==> src/rtl/mmul2_pkg.sv <==
// Shared constants for the 2-D matrix-multiply index sequencer.
package mmul2_pkg;

  localparam int IDX_W = 32;

  localparam logic [1:0] IDLE = 2'd0;
  localparam logic [1:0] RUN  = 2'd1;
  localparam logic [1:0] DONE = 2'd2;

  typedef enum logic [1:0] {
    S_IDLE = IDLE,
    S_RUN  = RUN,
    S_DONE = DONE
  } state_t;

endpackage

==> src/rtl/mmul2_idx_counter.sv <==
// One wrapping loop index; wrap fires combinationally on the advancing cycle at LIMIT-1.
module mmul2_idx_counter
  import mmul2_pkg::*;
#(
  parameter int unsigned LIMIT = 2
) (
  input  logic             clk,
  input  logic             rst_n,
  input  logic             clr,
  input  logic             en,
  output logic [IDX_W-1:0] cnt,
  output logic             wrap
);

  localparam logic [IDX_W-1:0] LAST = IDX_W'(LIMIT - 1);

  assign wrap = en && (cnt == LAST);

  always_ff @(posedge clk or negedge rst_n) begin
    if (!rst_n)    cnt <= '0;
    else if (clr)  cnt <= '0;
    else if (wrap) cnt <= '0;
    else if (en)   cnt <= cnt + 1'b1;
  end

endmodule

==> src/rtl/mmul2_sequencer.sv <==
// Walks (i, j, k) over RA x CB x RB in row-major order, one tuple per accepted cycle,
// with accumulator flags and a one-cycle completion pulse.
module mmul2_sequencer
  import mmul2_pkg::*;
#(
  parameter int unsigned RA = 2,
  parameter int unsigned CA = 2,
  parameter int unsigned RB = 2,
  parameter int unsigned CB = 2
) (
  input  logic             clk,
  input  logic             rst_n,
  input  logic             start,
  input  logic             abort,
  input  logic             stall,
  output logic [IDX_W-1:0] i,
  output logic [IDX_W-1:0] j,
  output logic [IDX_W-1:0] k,
  output logic             valid,
  output logic             k_first,
  output logic             k_last,
  output logic             busy,
  output logic             done
);

  if (RA < 1 || RB < 1 || CB < 1 || CA != RB) begin : g_bad_dims
    $fatal(1, "mmul2_sequencer: need RA, RB, CB >= 1 and CA == RB");
  end

  localparam logic [IDX_W-1:0] K_LAST = IDX_W'(RB - 1);

  state_t state;
  logic   accept, clr;
  logic   k_wrap, j_wrap, i_wrap;

  // Abort overrides stall and also blocks the advance so the clear is clean.
  assign accept = valid && !stall && !abort;
  assign clr    = (state != S_RUN) || abort;

  mmul2_idx_counter #(.LIMIT(RB)) u_k (
    .clk(clk), .rst_n(rst_n), .clr(clr), .en(accept), .cnt(k), .wrap(k_wrap)
  );
  mmul2_idx_counter #(.LIMIT(CB)) u_j (
    .clk(clk), .rst_n(rst_n), .clr(clr), .en(k_wrap), .cnt(j), .wrap(j_wrap)
  );
  mmul2_idx_counter #(.LIMIT(RA)) u_i (
    .clk(clk), .rst_n(rst_n), .clr(clr), .en(j_wrap), .cnt(i), .wrap(i_wrap)
  );

  assign k_first = valid && (k == '0);
  assign k_last  = valid && (k == K_LAST);

  always_ff @(posedge clk or negedge rst_n) begin
    if (!rst_n) begin
      state <= S_IDLE;
      valid <= 1'b0;
      busy  <= 1'b0;
      done  <= 1'b0;
    end else begin
      case (state)
        S_IDLE: begin
          done <= 1'b0;
          if (start) begin
            state <= S_RUN;
            valid <= 1'b1;
            busy  <= 1'b1;
          end
        end
        S_RUN: begin
          if (abort) begin
            state <= S_IDLE;
            valid <= 1'b0;
            busy  <= 1'b0;
          end else if (i_wrap) begin
            // Final tuple accepted; every counter has wrapped back to 0.
            state <= S_DONE;
            valid <= 1'b0;
            done  <= 1'b1;
          end
        end
        S_DONE: begin
          state <= S_IDLE;
          busy  <= 1'b0;
          done  <= 1'b0;
        end
        default: begin
          state <= S_IDLE;
          valid <= 1'b0;
          busy  <= 1'b0;
          done  <= 1'b0;
        end
      endcase
    end
  end

endmodule

==> config.mk <==
export PLATFORM = sky130hd
export DESIGN_NAME = mmul2_sequencer
export DESIGN_NICKNAME = d
export VERILOG_FILES = /design/src/rtl/mmul2_pkg.sv /design/src/rtl/mmul2_idx_counter.sv /design/src/rtl/mmul2_sequencer.sv
export SDC_FILE = /design/constraint.sdc
export NUM_CORES = 1
export LEC_CHECK = 0
export CORE_ASPECT_RATIO = 0.6
export CORE_MARGIN = 1.5
export CORE_UTILIZATION = 30
export DETAILED_ROUTE_END_ITERATION = 8
export GPL_ROUTABILITY_DRIVEN = 0
export MAX_ROUTING_LAYER = met4
export SLEW_MARGIN = 20
export SYNTH_ARGS = -nofsm -noshare
export SYNTH_HDL_FRONTEND = slang
export SYNTH_HIERARCHICAL = 1
export SYNTH_SLANG_ARGS = --single-unit
==> constraint.sdc <==
create_clock -name clk -period 5.4 [get_ports clk]
set_input_delay 1.62 -clock clk [delete_from_list [all_inputs] [get_ports clk]]
set_output_delay 1.62 -clock clk [all_outputs]
set_load 0.02 [all_outputs]
# Word-level counts from Yosys, hierarchy flattened

Cells that the tools add are included.

Bits in registers: 101
Bits of input ports: 5
Output and inout port bits: 101
Logic and storage cells: 63

Add/subtract/negate cells: 3
Equality and inequality tests: 11
Muxes and demuxes: 22
Bitwise gates (word level): 1
Reduce and logical (&&, ||, !) cells: 19

Operator list:

| operator                | number |
|---|---|
| $mux W32                | 9 |
| $add A32 B1 Y32 const B | 3 |
| $eq A32 B1 Y1 const B   | 3 |
| $logic_not A32 Y1       | 1 |
| $reduce_bool A3 Y1      | 3 |
| $ne A2 B2 Y1 const B    | 4 |
| $logic_and A1 B1 Y1     | 7 |
| $mux W1                 | 7 |
| $mux W2                 | 3 |
| $reduce_and A2 Y1       | 3 |
| $pmux W2 S2             | 1 |
| $ne A3 B3 Y1 const B    | 1 |
| $pmux W1 S3             | 1 |
| $reduce_and A3 Y1       | 1 |
| $eq A2 B1 Y1 const B    | 1 |
| $eq A2 B2 Y1 const B    | 1 |
| $logic_not A1 Y1        | 2 |
| $logic_not A2 Y1        | 1 |
| $ne A2 B1 Y1 const B    | 1 |
| $pmux W1 S2             | 1 |
| $logic_or A1 B1 Y1      | 1 |
| $not A1 Y1              | 1 |

# Depth between registers and ports, before layout

Depth in word-level cells: 9
Depth in mapped cells: 20
Gate-level depth less buffers: 17

# Modules after synthesis

Netlist, hierarchy kept.

By module, submodules not included:

| module                       | times used | cells an instance | area an instance (sq um) | sequential area each (sq um) |
|---|---|---|---|---|
| mmul2_idx_counter at u_j ... | 2          | 200               | 1826.8                   | 800.8 |
| mmul2_idx_counter at u_i     | 1          | 199               | 1855.5                   | 800.8 |
| mmul2_sequencer              | 1          | 34                | 292.8                    | 125.1 |

# Least setup slack after synthesis

Ideal clock, no wire load.

Path type: input to register
Start: input abort
End: register u_i.cnt[14]
Library setup time: 0.078 ns
Arrival time: 4.890 ns
Data required time: 5.322 ns
Path slack: 0.433 ns
Cell stages on the path: 17
Path buffers: 3
Cells stage by stage: nand2b_1 -> nor2_1 -> buf_4 -> nor4b_1 -> nand4_1 -> or2_2 -> inv_1 -> buf_4 -> nor4b_1 -> nand4_1 -> or2_2 -> inv_1 -> buf_2 -> nor2_1 -> or4_4 -> or3_1 -> a21oi_1

Longest elaborated chain between the ends: 7
Elaborated cells between the ends (all ways): 9
Those cells by class: 2 x mux; 7 x reduce/logical

Ends and longest elaborated chain:

| item                    | line                    | RTL |
|---|---|---|
| from (decl)             | mmul2_sequencer.sv:14   | `input logic abort,` |
| $logic_not A1 Y1 (*)    | mmul2_sequencer.sv:37   | `assign accept = valid && !stall && !abort;` |
| $logic_and A1 B1 Y1 (*) | mmul2_sequencer.sv:37   |  |
| net accept              | mmul2_sequencer.sv:33   | `logic accept, clr;` |
| $logic_and A1 B1 Y1 (*) | mmul2_idx_counter.sv:17 | `assign wrap = en && (cnt == LAST);` |
| net k_wrap              | mmul2_sequencer.sv:34   | `logic k_wrap, j_wrap, i_wrap;` |
| $logic_and A1 B1 Y1 (*) | mmul2_idx_counter.sv:17 |  |
| net j_wrap              | mmul2_sequencer.sv:34   |  |
| $logic_and A1 B1 Y1     | mmul2_idx_counter.sv:17 |  |
| $mux W32                | mmul2_idx_counter.sv:22 | `else if (wrap) cnt <= '0;` |
| $mux W32                | mmul2_idx_counter.sv:21 | `else if (clr) cnt <= '0;` |
| to (signal assigned)    | mmul2_idx_counter.sv:23 | `else if (en) cnt <= cnt + 1'b1;` |
| to (decl)               | mmul2_idx_counter.sv:11 | `output logic [IDX_W-1:0] cnt,` |

The timed path passes the listed nets; every way through them passes the cells marked *.
A chain may end at the register's enable or synchronous reset.

# Worst setup path after layout

Start: input abort
End: register u_i.cnt[28]

The elaborated chain is that of the path after synthesis.

==> flow_metrics.tcl <==
set metrics [dict create \
    boundaryPins 106 \
    pre_cts_slack_ns -0.0231 \
    cp.required_ns 5.64 \
    cp_max_fo 7 \
    leakage_uw 0.00287 \
    combPwrFrac_pct 7.3 \
    root_buffer "clkbuf_16" \
    grt_usage_pct 18.4 \
    drt_iter0_drc 515 \
    antenna_found_initial 0 \
    viasPerCell 5.32 \
    p_clk_share_pct 42.5 \
    r2r_cells 15 \
    path_clk_slew_ns 0.06 \
    area_delta_synth_final_pct 29.7 \
    fp.dieW_microns 183 \
    r2r_start "valid" \
    worstMarginPinSlew_ns 0.846 \
    grt_setup_unrepaired "no" \
    cp-start-kind "primary input" \
    cts.sinks 101 \
    start_util_pct 30.6 \
    fin_skew_ns 0.0150 \
    swShare_pct 25.2 \
    synthTopCellsByArea "dfrtp_1 44%, xor2_1 6.2%, nor2_1 5.8%" \
    numCtsBuffers 9 \
    diodes 0 \
    grt_pass1_wl_microns 28700 \
    vias 5344 \
    ir_drop_uv 144 \
    grt_pass1_vias 5026 \
    drv_slew 0 \
    synth_top_area_share_pct 43.6 \
    hold_class "flip-flop to flip-flop" \
    drc 0 \
    regToRegSetupSlack_ns 1.57 \
    num_rows 39 \
    insertion_delay_ns 0.36 \
    crit_type "primary input to flip-flop" \
    routedWlPerCell_microns 17.5 \
    core_area_sq_um 19000 \
    hold_buffers 0 \
    dpl_cell_area_sq_um 7230 \
    drive_gt1_share_pct 8.71 \
    synth.distinct_cells 53 \
    fin_area_sq_um 7520 \
    ant_nets 0 \
    ys_seq_area_share_pct 43.6 \
    cts-resized-gates 0 \
    maxSlewHeadroom_pct 43.6 \
    hold_viol 0 \
    whs_path_depth 1 \
    syn_nets 644 \
    ys_ff_latch 101 \
    netlist_instances 633 \
    dieArea_sq_um 20200 \
    dp_hpwl_microns 12600 \
    status "finished clean" \
    period_minus_slack_ns 5.12 \
    power_frac_seq_pct 50.2 \
    regArea_sq_um 2530 \
    r2r-end "u_i/cnt[28]" \
    timing.fmax_mhz 196 \
    dr.pass1.iters 5 \
    fin_total_pwr_uw 1530 \
    finalNetCount 764 \
    power.density_nw_per_um2 203 \
    yosysTopAreaCell "dfrtp_1" \
    end_kind "flip-flop" \
    p_int_uw 1140 \
    dieHeight_microns 111 \
    netSwitchingPower_uw 385 \
    grt_overflow 0 \
    grt_max_degree 63 \
    worst-endpoint-arrival_ns 5.35 \
    numPortBuffers 105 \
    fillCellCount 1878 \
    yosys_warnings 6 \
    postSynthAreaPerCell_sq_um 9.17 \
    h-tree-depth 3 \
    wl_microns 17600 \
    multi_input_area_sq_um 3080 \
    layout_setup_ws_ns 0.285 \
    clk_path_buf_depth 2 \
    netlist_area_sq_um 5800 \
    setup_viol 0 \
    cap_violations 0 \
    worstHoldStart "state[1]" \
    cts_setup_buffers 0 \
    min_to "state[0]" \
    cts_tree "done" \
    fin_crit_sh_pct 94.7 \
]
critical path, cell delays in order:
cell and delay [ns]:
clkdlybuf4s50_1 0.41, nand2b_1 0.17, nor2_1 0.16, nor4b_1 0.26
nand4_1 0.15, or2_2 0.37, inv_1 0.08, nor4b_1 0.23
nand4_1 0.14, or2_2 0.34, inv_1 0.14, nor4b_1 0.31
nand4_1 0.23, o211a_1 0.38, a21o_1 0.19, a21o_1 0.16
synth_stat cells, drive strengths merged:
library cell and number:
dfrtp 101, nor2 90, nand2 53, nor4 45, nand4 42, nand3 41, xor2 41, nor3 29
xnor2 27, inv 25, a21oi 17, and3 14, buf 14, a31oi 11, a21o 8, nand3b 8
nor4b 7, o21ai 7, ha 6, or3 5, a211o 4, or2 4, a311oi 3, a41oi 3
clkbuf 3, mux2i 3, o2111ai 3, o211a 3, a221o 2, and2 2, and4 2, nand2b 2
nor3b 2, a22o 1, a31o 1, nand4b 1, o41ai 1, or3b 1, or4 1
through the flow:
step	TNS (ns)	hold WS [ns]	util (%)	instances
2_1_floorplan	0	0.436	-	633
3_3_place_gp	0	0.469	38.1	988
3_5_place_dp	-0.0713	0.470	38.1	988
4_1_cts	0	0.480	39.6	1004
5_1_grt	0	0.511	39.6	1004
6_report	0	0.484	39.6	1004
worst max-delay path by stage:
| stage | startpoint | end | slack [ns] | cells after the start |
|---|---|---|---|---|
| after floorplan | abort | u_i/cnt[14] | 0.43 | 17 |
| after global placement | abort | u_i/cnt[28] | 0.06 | 16 |
| after detailed placement | abort | u_i/cnt[28] | -0.02 | 16 |
| after CTS | abort | u_i/cnt[28] | 0.34 | 16 |
| after global routing | abort | valid | 0.05 | 17 |
| final | abort | u_i/cnt[28] | 0.28 | 16 |
per-layer routing:
layer  vias up  global-route usage [%]  routed length (microns)
met2       177                    22.5                     6730
met4         0                    2.59                       46
met1      2615                    29.5                     9580
li1       2548                       -                        -
met3         4                    5.32                     1220
met5         -                       -                        0
kinds of logic after synthesis:
| group | share of synthesized area (%) |
|---|---|
| adders and majority gates | 1.29 |
| muxes | 0.518 |
| buffers and inverters | 3.30 |
| DFF | 43.6 |
| AOI/OAI and AO/OA | 7.63 |
| xor gates and xnor gates | 10.3 |
| and+or+nand+nor | 33.4 |
registers in the layout (all words and copies together), names as in the netlist:
signal and cells:
u_j/cnt 32, u_k/cnt 32, done 1, state 2, u_i/cnt 32, busy 1
valid 1
power groups by stage:
stage                     combinational (uW)  clock, uW  sequential [uW]
after floorplan                         50.2          0              783
after global placement                   112          0              782
after detailed placement                 112          0              782
after CTS                                112        671              767
after global routing                     123        706              767
final                                    111        648              766
placed cells by master, fill, tap and decap left out, drive strengths merged, types with 5 or more instances in the layout:
cell type / n
a21o: 8
a21oi: 17
a31oi: 11
and3: 14
buf: 22
clkbuf: 12
clkdlybuf4s50: 104
dfrtp: 101
ha: 6
inv: 28
nand2: 53
nand3: 41
nand3b: 8
nand4: 42
nor2: 90
nor3: 29
nor4: 45
nor4b: 7
o21ai: 7
or3: 5
xnor2: 27
xor2: 41
final cells by class:
type / count / area share [%]
tap: 246 / 4.09
inverter: 25 / 1.25
sequential: 101 / 33.6
multi-input combinational: 490 / 41.0
clock buffer: 12 / 3.41
clock inverter: 4 / 0.466
timing repair buffer: 126 / 16.2
Power figures use the tool's default switching activity.
